==> src/rtl/pc_select_unit.sv <==
// pc_select_unit: fetch-stage program counter with prioritised redirect
// selection, stall hold, and capture of a redirect that arrives while stalled.
// A redirect that takes effect raises flush for the cycle in which pc first
// shows the new address, so the IF/ID register can discard its wrong-path word.

module pc_select_unit #(
  parameter int unsigned         WIDTH    = 32,
  parameter int unsigned         NUM_SRC  = 3,
  parameter int unsigned         INC      = 4,
  parameter logic [WIDTH-1:0]    RESET_PC = '0
) (
  input  logic                       clk,
  input  logic                       reset,
  input  logic                       stall,
  input  logic [NUM_SRC-1:0]         redirect_valid,
  input  logic [NUM_SRC*WIDTH-1:0]   redirect_target,
  output logic [WIDTH-1:0]           pc,
  output logic [WIDTH-1:0]           pc_plus_inc,
  output logic                       flush,
  output logic                       redirect_pending
);

  // A single channel still needs one index bit to hold "channel 0".
  localparam int unsigned IDX_W = (NUM_SRC > 1) ? $clog2(NUM_SRC) : 1;

  // RUN: no redirect is waiting. HELD: a redirect was sampled under stall.
  typedef enum logic {
    RUN  = 1'b0,
    HELD = 1'b1
  } state_t;

  state_t             state_q, state_d;
  logic [WIDTH-1:0]   pc_q, pc_d;
  logic               flush_q, flush_d;
  logic [IDX_W-1:0]   pend_idx_q, pend_idx_d;
  logic [WIDTH-1:0]   pend_target_q, pend_target_d;

  logic               new_redirect;
  logic [IDX_W-1:0]   win_idx;
  logic [WIDTH-1:0]   win_target;
  logic               take_new;

  // Sequential increment wraps modulo 2^WIDTH; this is the only output
  // that is combinational, and it depends on the registered pc alone.
  assign pc_plus_inc      = pc_q + WIDTH'(INC);
  assign pc               = pc_q;
  assign flush            = flush_q;
  assign redirect_pending = (state_q == HELD);

  // Priority encoder: scanning from the top down lets the lowest valid
  // index overwrite the result last, so channel 0 wins any tie.
  always_comb begin
    new_redirect = 1'b0;
    win_idx      = '0;
    win_target   = '0;
    for (int i = NUM_SRC - 1; i >= 0; i--) begin
      if (redirect_valid[i]) begin
        new_redirect = 1'b1;
        win_idx      = IDX_W'(i);
        win_target   = redirect_target[i*WIDTH +: WIDTH];
      end
    end
  end

  // While HELD, a fresh request only matters if it is at least as urgent as
  // the one already captured; a lower-priority request is simply dropped.
  assign take_new = new_redirect && (win_idx <= pend_idx_q);

  // Next-state and next-pc selection for both states.
  always_comb begin
    state_d       = state_q;
    pc_d          = pc_q;
    flush_d       = 1'b0;
    pend_idx_d    = pend_idx_q;
    pend_target_d = pend_target_q;

    case (state_q)
      RUN: begin
        if (!stall) begin
          if (new_redirect) begin
            pc_d    = win_target;
            flush_d = 1'b1;
          end else begin
            pc_d    = pc_plus_inc;
          end
        end else if (new_redirect) begin
          pend_idx_d    = win_idx;
          pend_target_d = win_target;
          state_d       = HELD;
        end
      end

      HELD: begin
        if (stall) begin
          if (take_new) begin
            pend_idx_d    = win_idx;
            pend_target_d = win_target;
          end
        end else begin
          pc_d    = take_new ? win_target : pend_target_q;
          flush_d = 1'b1;
          state_d = RUN;
        end
      end

      default: begin
        state_d = RUN;
      end
    endcase
  end

  // Register update; reset wins over stall and every redirect on the same
  // edge and throws away any captured redirect.
  always_ff @(posedge clk) begin
    if (reset) begin
      state_q       <= RUN;
      pc_q          <= RESET_PC;
      flush_q       <= 1'b0;
      pend_idx_q    <= '0;
      pend_target_q <= '0;
    end else begin
      state_q       <= state_d;
      pc_q          <= pc_d;
      flush_q       <= flush_d;
      pend_idx_q    <= pend_idx_d;
      pend_target_q <= pend_target_d;
    end
  end

endmodule

==> config.mk <==
export PLATFORM = sky130hd
export DESIGN_NAME = pc_select_unit
export DESIGN_NICKNAME = d
export VERILOG_FILES = /design/src/rtl/pc_select_unit.sv
export SDC_FILE = /design/constraint.sdc
export NUM_CORES = 1
export LEC_CHECK = 0
export CAP_MARGIN = 25
export CELL_PAD_IN_SITES_DETAIL_PLACEMENT = 0
export CELL_PAD_IN_SITES_GLOBAL_PLACEMENT = 1
export CORE_MARGIN = 2
export CORE_UTILIZATION = 28
export CTS_CLUSTER_DIAMETER = 60
export DETAILED_ROUTE_END_ITERATION = 7
export PLACE_DENSITY_LB_ADDON = 0.25
export SYNTH_ARGS = -nofsm -noshare
export SYNTH_HDL_FRONTEND = slang
export SYNTH_SLANG_ARGS = --single-unit
==> constraint.sdc <==
create_clock -name clk -period 2.84 [get_ports clk]
set_clock_uncertainty 0.05 [all_clocks]
set_input_delay 0.568 -clock clk [delete_from_list [all_inputs] [get_ports clk]]
set_output_delay 0.568 -clock clk [all_outputs]
set_load 0.05 [all_outputs]
# Yosys cells after proc, flatten, opt, wreduce, memory -nomap -nowiden
# Cells that the tools add are included.
# classes
reduce_logical	4
shift	0
n_eq_ne	6
bitwise	1
n_div	0
n_addsub	1
multipliers	0
order_cmp	1
mux	30
# op_table
operator	count
2-to-1 mux 32 bit	10
one-hot mux 32 bit (2 select lines)	2
adder 32 x 3 -> 32 bit (second input constant)	1
2-to-1 mux 2 bit	7
inequality test 2 bit (second input constant)	5
2-to-1 mux 1 bit	8
one-hot mux 1 bit (2 select lines)	2
one-hot mux 2 bit (2 select lines)	1
AND reduction 4 bit	1
AND reduction 3 bit	1
<= comparator 2 bit	1
inequality test 2 x 1 -> 1 bit (second input constant)	1
AND reduction 2 bit	1
logical AND 1 bit	1
NOT 1 bit	1
# totals
ramBits	0
in_bits	102
out_inout_bits	66
register_bits	68
latch_bits	0
elab_cells	48
mem_count	0
rom_bits	0

# Longest topological paths before layout
# logic_depth
word_depth	8
ltp_mapped	13
depth_no_buf	8

# Worst setup path before layout
# Ideal clock, no wire load.
# synth_timing
kind	reg2reg
startpoint	reg pc_q[2], in the netlist pc[2]
endpoint	reg pc_q[24], in the netlist pc[24]
required_time_ns	2.686
setup_ns	0.104
slack_ns	-0.346
n_path_buf	0
t_arrival_ns	3.032
period_less_slack_ns	3.186
stages_incl_launch_ff	8
path_cell_list	dfxtp_1 -> ha_1 -> nand3_1 -> or2_2 -> nor4_4 -> xor2_1 -> a211oi_1 -> a2111oi_2
# synth_between
elab_chain_len	4
# synth_rtl
item	line_no	text
start, declared	33	logic [WIDTH-1:0] pc_q, pc_d;
start signal, assigned	123	pc_q <= pc_d;
adder 32 x 3 -> 32 bit	45	assign pc_plus_inc = pc_q + WIDTH'(INC);
net pc_plus_inc[24]	18	output logic [WIDTH-1:0] pc_plus_inc,
2-to-1 mux 32 bit	80	if (new_redirect) begin
2-to-1 mux 32 bit	79	if (!stall) begin
one-hot mux 32 bit (2 select lines)	77	case (state_q)
# The timed path passes the listed nets, and every way through them passes these cells. The select of a mux whose other input is x is not followed.
# A chain may end at the register's enable or synchronous reset.

# Worst setup path in the final report
# layout_timing
startpoint	reg pc_q[11], in the netlist pc[11]
endpoint	out pc_plus_inc[24]
# layout_between
elab_chain_len	1
# layout_rtl
item	line_no
adder 32 x 3 -> 32 bit	45
end, declared	18
# Every way passes these cells.

==> flow_summary_export.csv <==
group,metric,value,unit
route,firstDrtPassIters,6,
timing,rsz0062_at_grt,"yes",
layout,area_growth_syn_to_layout,69.4,%
route,vias,5085,
timing,hold_viol,0,
critical_path,reg2reg_from,"pc[5]",
clock_network,root_buffer,"clkbuf_16",
grt,grt_use_total,20.0,%
timing,fmax,363,MHz
logic_synthesis,synthCells,584,
timing,finalCriticalPeriod,2.76,ns
route,vias_per_cell,5.20,
placed_design,place.gp.congestion,0.806,
die,dieWidth,128,um
die,core_area,15100,um^2
hold_path,min_delay_path_depth,2,
route,drt-wirelength-per-cell,16.9,um
pwr,peakVddDrop,0.311,mV
critical_path,path_max_fanout,4,
logic_synthesis,seq_area_frac_synth,31.5,%
layout,drive_gt1_share,21.0,%
grt,grt_use_met1,24.2,%
layout,layout.nets,889,
run,drv_cap,0,
logic_synthesis,synth_top_area_cell,"dfxtp_1",
critical_path,cpLargestDelayFamily,"simple AND/OR/NAND/NOR gates",
pwr,fin_total_pwr,3.44,mW
critical_path,r2r_end,"pc[31]",
grt,grt_max_degree,37,
critical_path,cp-start-kind,"register",
logic_synthesis,synth_edf_count,0,
clock_network,tritoncts,"yes",
clock_network,cts_buffers,9,
logic_synthesis,async_flop_share,0,%
logic_synthesis,ys_top_cells_by_area,"dfxtp_1, nand2_1, a21oi_1",
timing,slew_violations,0,
timing,setup_viol_count_final,0,
grt,top_usage_layer,"met2",
critical_path,crit_chain,"nand4_4 -> or4_4 -> nor4_4 -> xor2_4 -> buf_12",
die,initial_core_util,28.6,%
layout,n_antenna_cell,0,
route,drt-initial-drc-count,364,
critical_path,worst_ep_arrival_time,2.14,ns
critical_path,cp_slowest_stage_delay,0.57,ns
clock_network,hold_buffers,0,
die,ios,168,
die,dieHeight,128,um
layout,fin_util,48.4,%
run_status,outcome,"finished clean",
placed_design,dp_hpwl,12800,um
logic_synthesis,synthesis.nets,689,
clock_network,cts.sink_count,68,
placed_design,portBuffers,167,
logic_synthesis,synthFlopType,"dfxtp_1",
timing,worstMarginPinSlew,0.690,ns
clock_network,clock_latency,0.33,ns
die,rows,45,
logic_synthesis,yosys.cell_count.top_type,"nand2_1",
grt,antenna_found_initial,0,
logic_synthesis,yosysWarningCount,0,
timing,slew_headroom,54.0,%
clock_network,cts_max_path_buffers,2,
logic_synthesis,synth_cell_types,54,
route,drt_wl_total,16600,um
critical_path,critPathKind,"register to output pin",
critical_path,startpoint,"pc[11]",
pwr,leakagePower,2.87,nW
die,dieArea,16500,um^2
critical_path,cp.required,2.22,ns
critical_path,reg2reg_depth,9,
timing,holdWs,0.404,ns
grt,gr-usage-met2,35.9,%
critical_path,critical_path.endpoint,"pc_plus_inc[24]",
logic_synthesis,synth_commonest_cells,"nand2_1, dfxtp_1, a21oi_1",
logic_synthesis,synth_seq_cells,68,
pwr,power_density,469,nW/um^2
critical_path,critPathBufInv,1,
grt,grt_pass1_vias,5036,
critical_path,ff2ff_setup_slack,0.54,ns
critical_path,critPathSlowestCell,"or4_4",
logic_synthesis,synth_area_per_cell,7.41,um^2
grt,grt_pass1_wl,25900,um
grt,grt_overflow,0,
logic_synthesis,synth_top_cell_area_share,31.5,%
clock_network,path_clk_slew,0.06,ns
logic_synthesis,synth_area,4330,um^2
grt,grt_use_met3,4.47,%
timing,period_share,97.1,%
route,route.antenna.remaining_nets,0,
clock_network,htree_num_levels,3,
hold_path,hold_path_class,"register to register",
critical_path,cp.depth,5,
route,drc_errors,0,
critical_path,endpoint_kind,"output pin",
## sequential cells by signal (all words and copies together), names as in the netlist
| register | cells |
|---|---|
| pc | 32 |
| pend_target_q | 32 |
| pend_idx_q | 2 |
| flush | 1 |
| redirect_pending | 1 |
## through the flow
stage               instances  cell area [um^2]  TNS (ns)  setup WS (ns)
floorplan                 584              4480    -0.435         -0.223
global placement          956              6920     -1.11         -0.120
detailed placement        956              6920     -4.41         -0.182
CTS                       974              7270         0        0.00512
global route              977              7330   -0.0347        -0.0195
finish                    977              7330         0         0.0820
## cells in the final DEF, fill, tap and decap left out, types with 17 or more instances in the layout
master / n
inv_1: 24
buf_12: 28
o21ai_0: 31
a22oi_1: 32
clkdlybuf4s50_1: 138
nor2_1: 19
dfxtp_1: 61
nand2_1: 121
buf_4: 69
a21oi_1: 65
a221oi_1: 17
## routing by layer
| layer | part of all wire (%) | wire length (um) |
|---|---|---|
| met1 | 42 | 6960 |
| met2 | 51 | 8490 |
| met3 | 5.5 | 906 |
| met4 | 1.2 | 191 |
| met5 | 0 | 0 |
## cells by family (layout without fill, tap and decap cells)
logic type | count (synthesis) | in the layout | synth area share [%]
and+or+nand+nor | 211 | 211 | 23.8
AOI/OAI and AO/OA | 197 | 197 | 30.0
buffers and inverters | 74 | 279 | 7.57
DFF | 68 | 68 | 31.5
xor gates and xnor gates | 28 | 28 | 5.67
adders and majority gates | 3 | 3 | 0.867
muxes | 3 | 3 | 0.694
## worst min path at each step
stage	startpoint	to	slack [ns]
4_1_cts	pend_target_q[6]	pend_target_q[6]	0.41
3_3_place_gp	pend_target_q[14]	pend_target_q[14]	0.39
2_1_floorplan	pend_target_q[14]	pend_target_q[14]	0.39
3_5_place_dp	pend_target_q[6]	pend_target_q[6]	0.40
5_1_grt	pend_target_q[3]	pend_target_q[3]	0.42
6_report	pend_target_q[25]	pend_target_q[25]	0.40
## tightest hold or removal path, stage by stage, from the launching register on
cell     delay (ns)
dfxtp_1        0.31
nand2_1        0.05
a21oi_1        0.05
## layout make-up
class / count / area [um^2]
repair buffers: 238 / 2470
multi-input cells: 442 / 2840
fillers: 1492 / 7810
flip-flops and latches: 68 / 1370
inverters: 25 / 93.8
well taps: 188 / 235
clock inverters: 7 / 91.3
clock buffers: 9 / 225
## power breakdown
| group | switching [mW] | total, mW | internal (mW) |
|---|---|---|---|
| clock | 0.423 | 1.19 | 0.765 |
| combinational | 0.643 | 1.16 | 0.520 |
| sequential | 0.0651 | 1.09 | 1.02 |
| total | 1.13 | 3.44 | 2.31 |
## what timing repair did
| item | 4_1_cts | 5_1_grt |
|---|---|---|
| resized for setup | 4 | 17 |
| setup buffers | 2 | 3 |
| endpoints found under the hold margin | 0 | 0 |
| pin swaps | 2 | 3 |
| setup endpoints to repair | 8 | 14 |
| cloned | 0 | 0 |
Note: power is estimated with default switching activity, not from simulation.
==> RTL edit, RTL diff (same flow settings) <==
`WIDTH`: 32 -> 16.
--- a/src/rtl/pc_select_unit.sv
+++ b/src/rtl/pc_select_unit.sv
@@ -5,5 +5,5 @@
 
 module pc_select_unit #(
-  parameter int unsigned         WIDTH    = 32,
+  parameter int unsigned         WIDTH    = 16,
   parameter int unsigned         NUM_SRC  = 3,
   parameter int unsigned         INC      = 4,
Ports: changed (resized pc, pc_plus_inc and redirect_target); port bits go from 168 to 88. No check against the original RTL was run, so the function may have changed too.
==> RTL edit against the original RTL <==
  * Sequential cell count shrank 32
  * Routed wire length shrank 57%
  * Worst setup slack gained 0.0014 ns
  * Power shrank 53%
  * Combinational power shrank 50%
  * Sequential power shrank 46%
  * Cell area shrank 53%
  * Area after synthesis shrank 46%
  * Critical endpoint is now pc_plus_inc[4]
  * Highest routed layer unchanged
==> RTL edit: results (changes against the original RTL) <==
status -> completed
Post-Syn Instances -> 284 (-51%)
Detailed Route WL -> 7060 µm (-57%)
post-synth net total -> 341 (-51%)
met3 usage -> 2.77% (-1.7 points)
met3 wire len -> 469 µm (-48%)
layout cells sized above 1 -> 14.5% (-6.5 points)
P_int -> 1.05 mW (-54%)
Final #Nets -> 435 (-51%)
vias in the first global route -> 2,240 (-56%)
CP max FO -> 6 (+2)
met1 wire length -> 3310 µm (-52%)
Skew-Pair Late Insertion Delay -> 0.29 ns (-0.04 ns)
Synth area leaders -> dfxtp_1 31%, mux2i_1 7.8%, nor2_1 4.4%, a21oi_1 4.1%, nand2_1 4.0%
first-pass GRT wire length -> 11,300 µm (-56%)
Worst-path clk slew -> 0.08 ns (+0.02 ns)
Vias -> 2,418 (-52%)
largest net degree at the start of global routing -> 38 (+2.7%)
Finished Layout Cells -> 484 (-50%)
sequential share of the synthesized area -> 31.1% (-0.39 points)
worst slew pin tran -> 0.514 ns (-0.176 ns)
post-synthesis adder-cell area fraction -> 1.62% (+0.75 points)
H-tree levels -> 2 (-1)
Post-synth top cells -> 36 x dfxtp_1, 27 x nor2_1, 25 x nand2_1, 19 x a21oi_1, 18 x mux2i_1
GP Congestion -> 0.815 (+1.2%)
Port Buffers -> 87 (-48%)
Total GRT Usage -> 16.0% (-3.9 points)
CTS Buf Count -> 5 (-4)
DRT Pass-1 Iters -> 7 (+1)
pre-CTS setup slack -> -0.0236 ns (+0.158 ns)
met2 usage -> 25.6% (-10 points)
mux cell area share after synthesis -> 8.25% (+7.6 points)
fillers -> 820 (-45%)
final HPWL from detailed placement -> 5620 µm (-56%)
first-iteration detailed-routing DRC count -> 100 (-73%)
GR met1 Demand/Resource -> 22.2% (-2.0 points)
CTS root buf -> clkbuf_8
## RTL edit: cell count changes after synthesis, sizes merged, moves of 7 or more
| cell | change |
|---|---|
| a21oi | -47 |
| a221oi | -11 |
| a22oi | -20 |
| clkbuf | -22 |
| dfxtp | -32 |
| inv | -10 |
| mux2i | +15 |
| nand2 | -97 |
| nor2 | +7 |
| nor2b | -9 |
| o21ai | -12 |
| xnor2 | -14 |
## RTL edit: power groups by stage
stage               clock network, mW  registers [mW]  logic (mW)
finish                          0.453           0.587       0.583
global route                    0.479           0.594       0.625
CTS                             0.463           0.587       0.585
detailed placement                  0           0.599       0.584
global placement                    0           0.599       0.581
floorplan                           0           0.657       0.293
## RTL edit: path summary, 6_finish.rpt
kind	start	end	slack (ns)	cells after the start
hold reg to reg	pend_target_q[13]	pend_target_q[13]	0.41	2
setup / recovery	pc[2]	pc_plus_inc[4]	0.08	3
hold / removal	pend_target_q[13]	pend_target_q[13]	0.41	2
setup reg to reg	pc[2]	pc[14]	0.71	6
## RTL edit: stage by stage
step / instance area (µm²) / hold slack (ns)
after floorplan: 2330 / 0.382
after global placement: 3360 / 0.396
after detailed placement: 3360 / 0.398
after CTS: 3470 / 0.409
after global routing: 3470 / 0.449
final: 3470 / 0.405
## RTL edit: layout make-up
class / instances / area share, %
clock buffer: 6 / 2.09
clock inverter: 2 / 1.01
inverter: 15 / 1.62
multi-input combinational: 210 / 40.7
sequential: 36 / 20.8
tap: 105 / 3.78
timing repair buffer: 110 / 30.1
## RTL edit: worst max-delay path: stages (launching register included)
cell and delay [ns]:
dfxtp_1 0.49, ha_1 0.27, xor2_1 0.24, clkdlybuf4s50_1 0.85
## RTL edit: timing repair
item | in CTS | in global routing
resized for setup | 0 | 1
setup buffers | 0 | 0
endpoints found under the hold margin | 0 | 0
setup endpoints to repair | 0 | 1
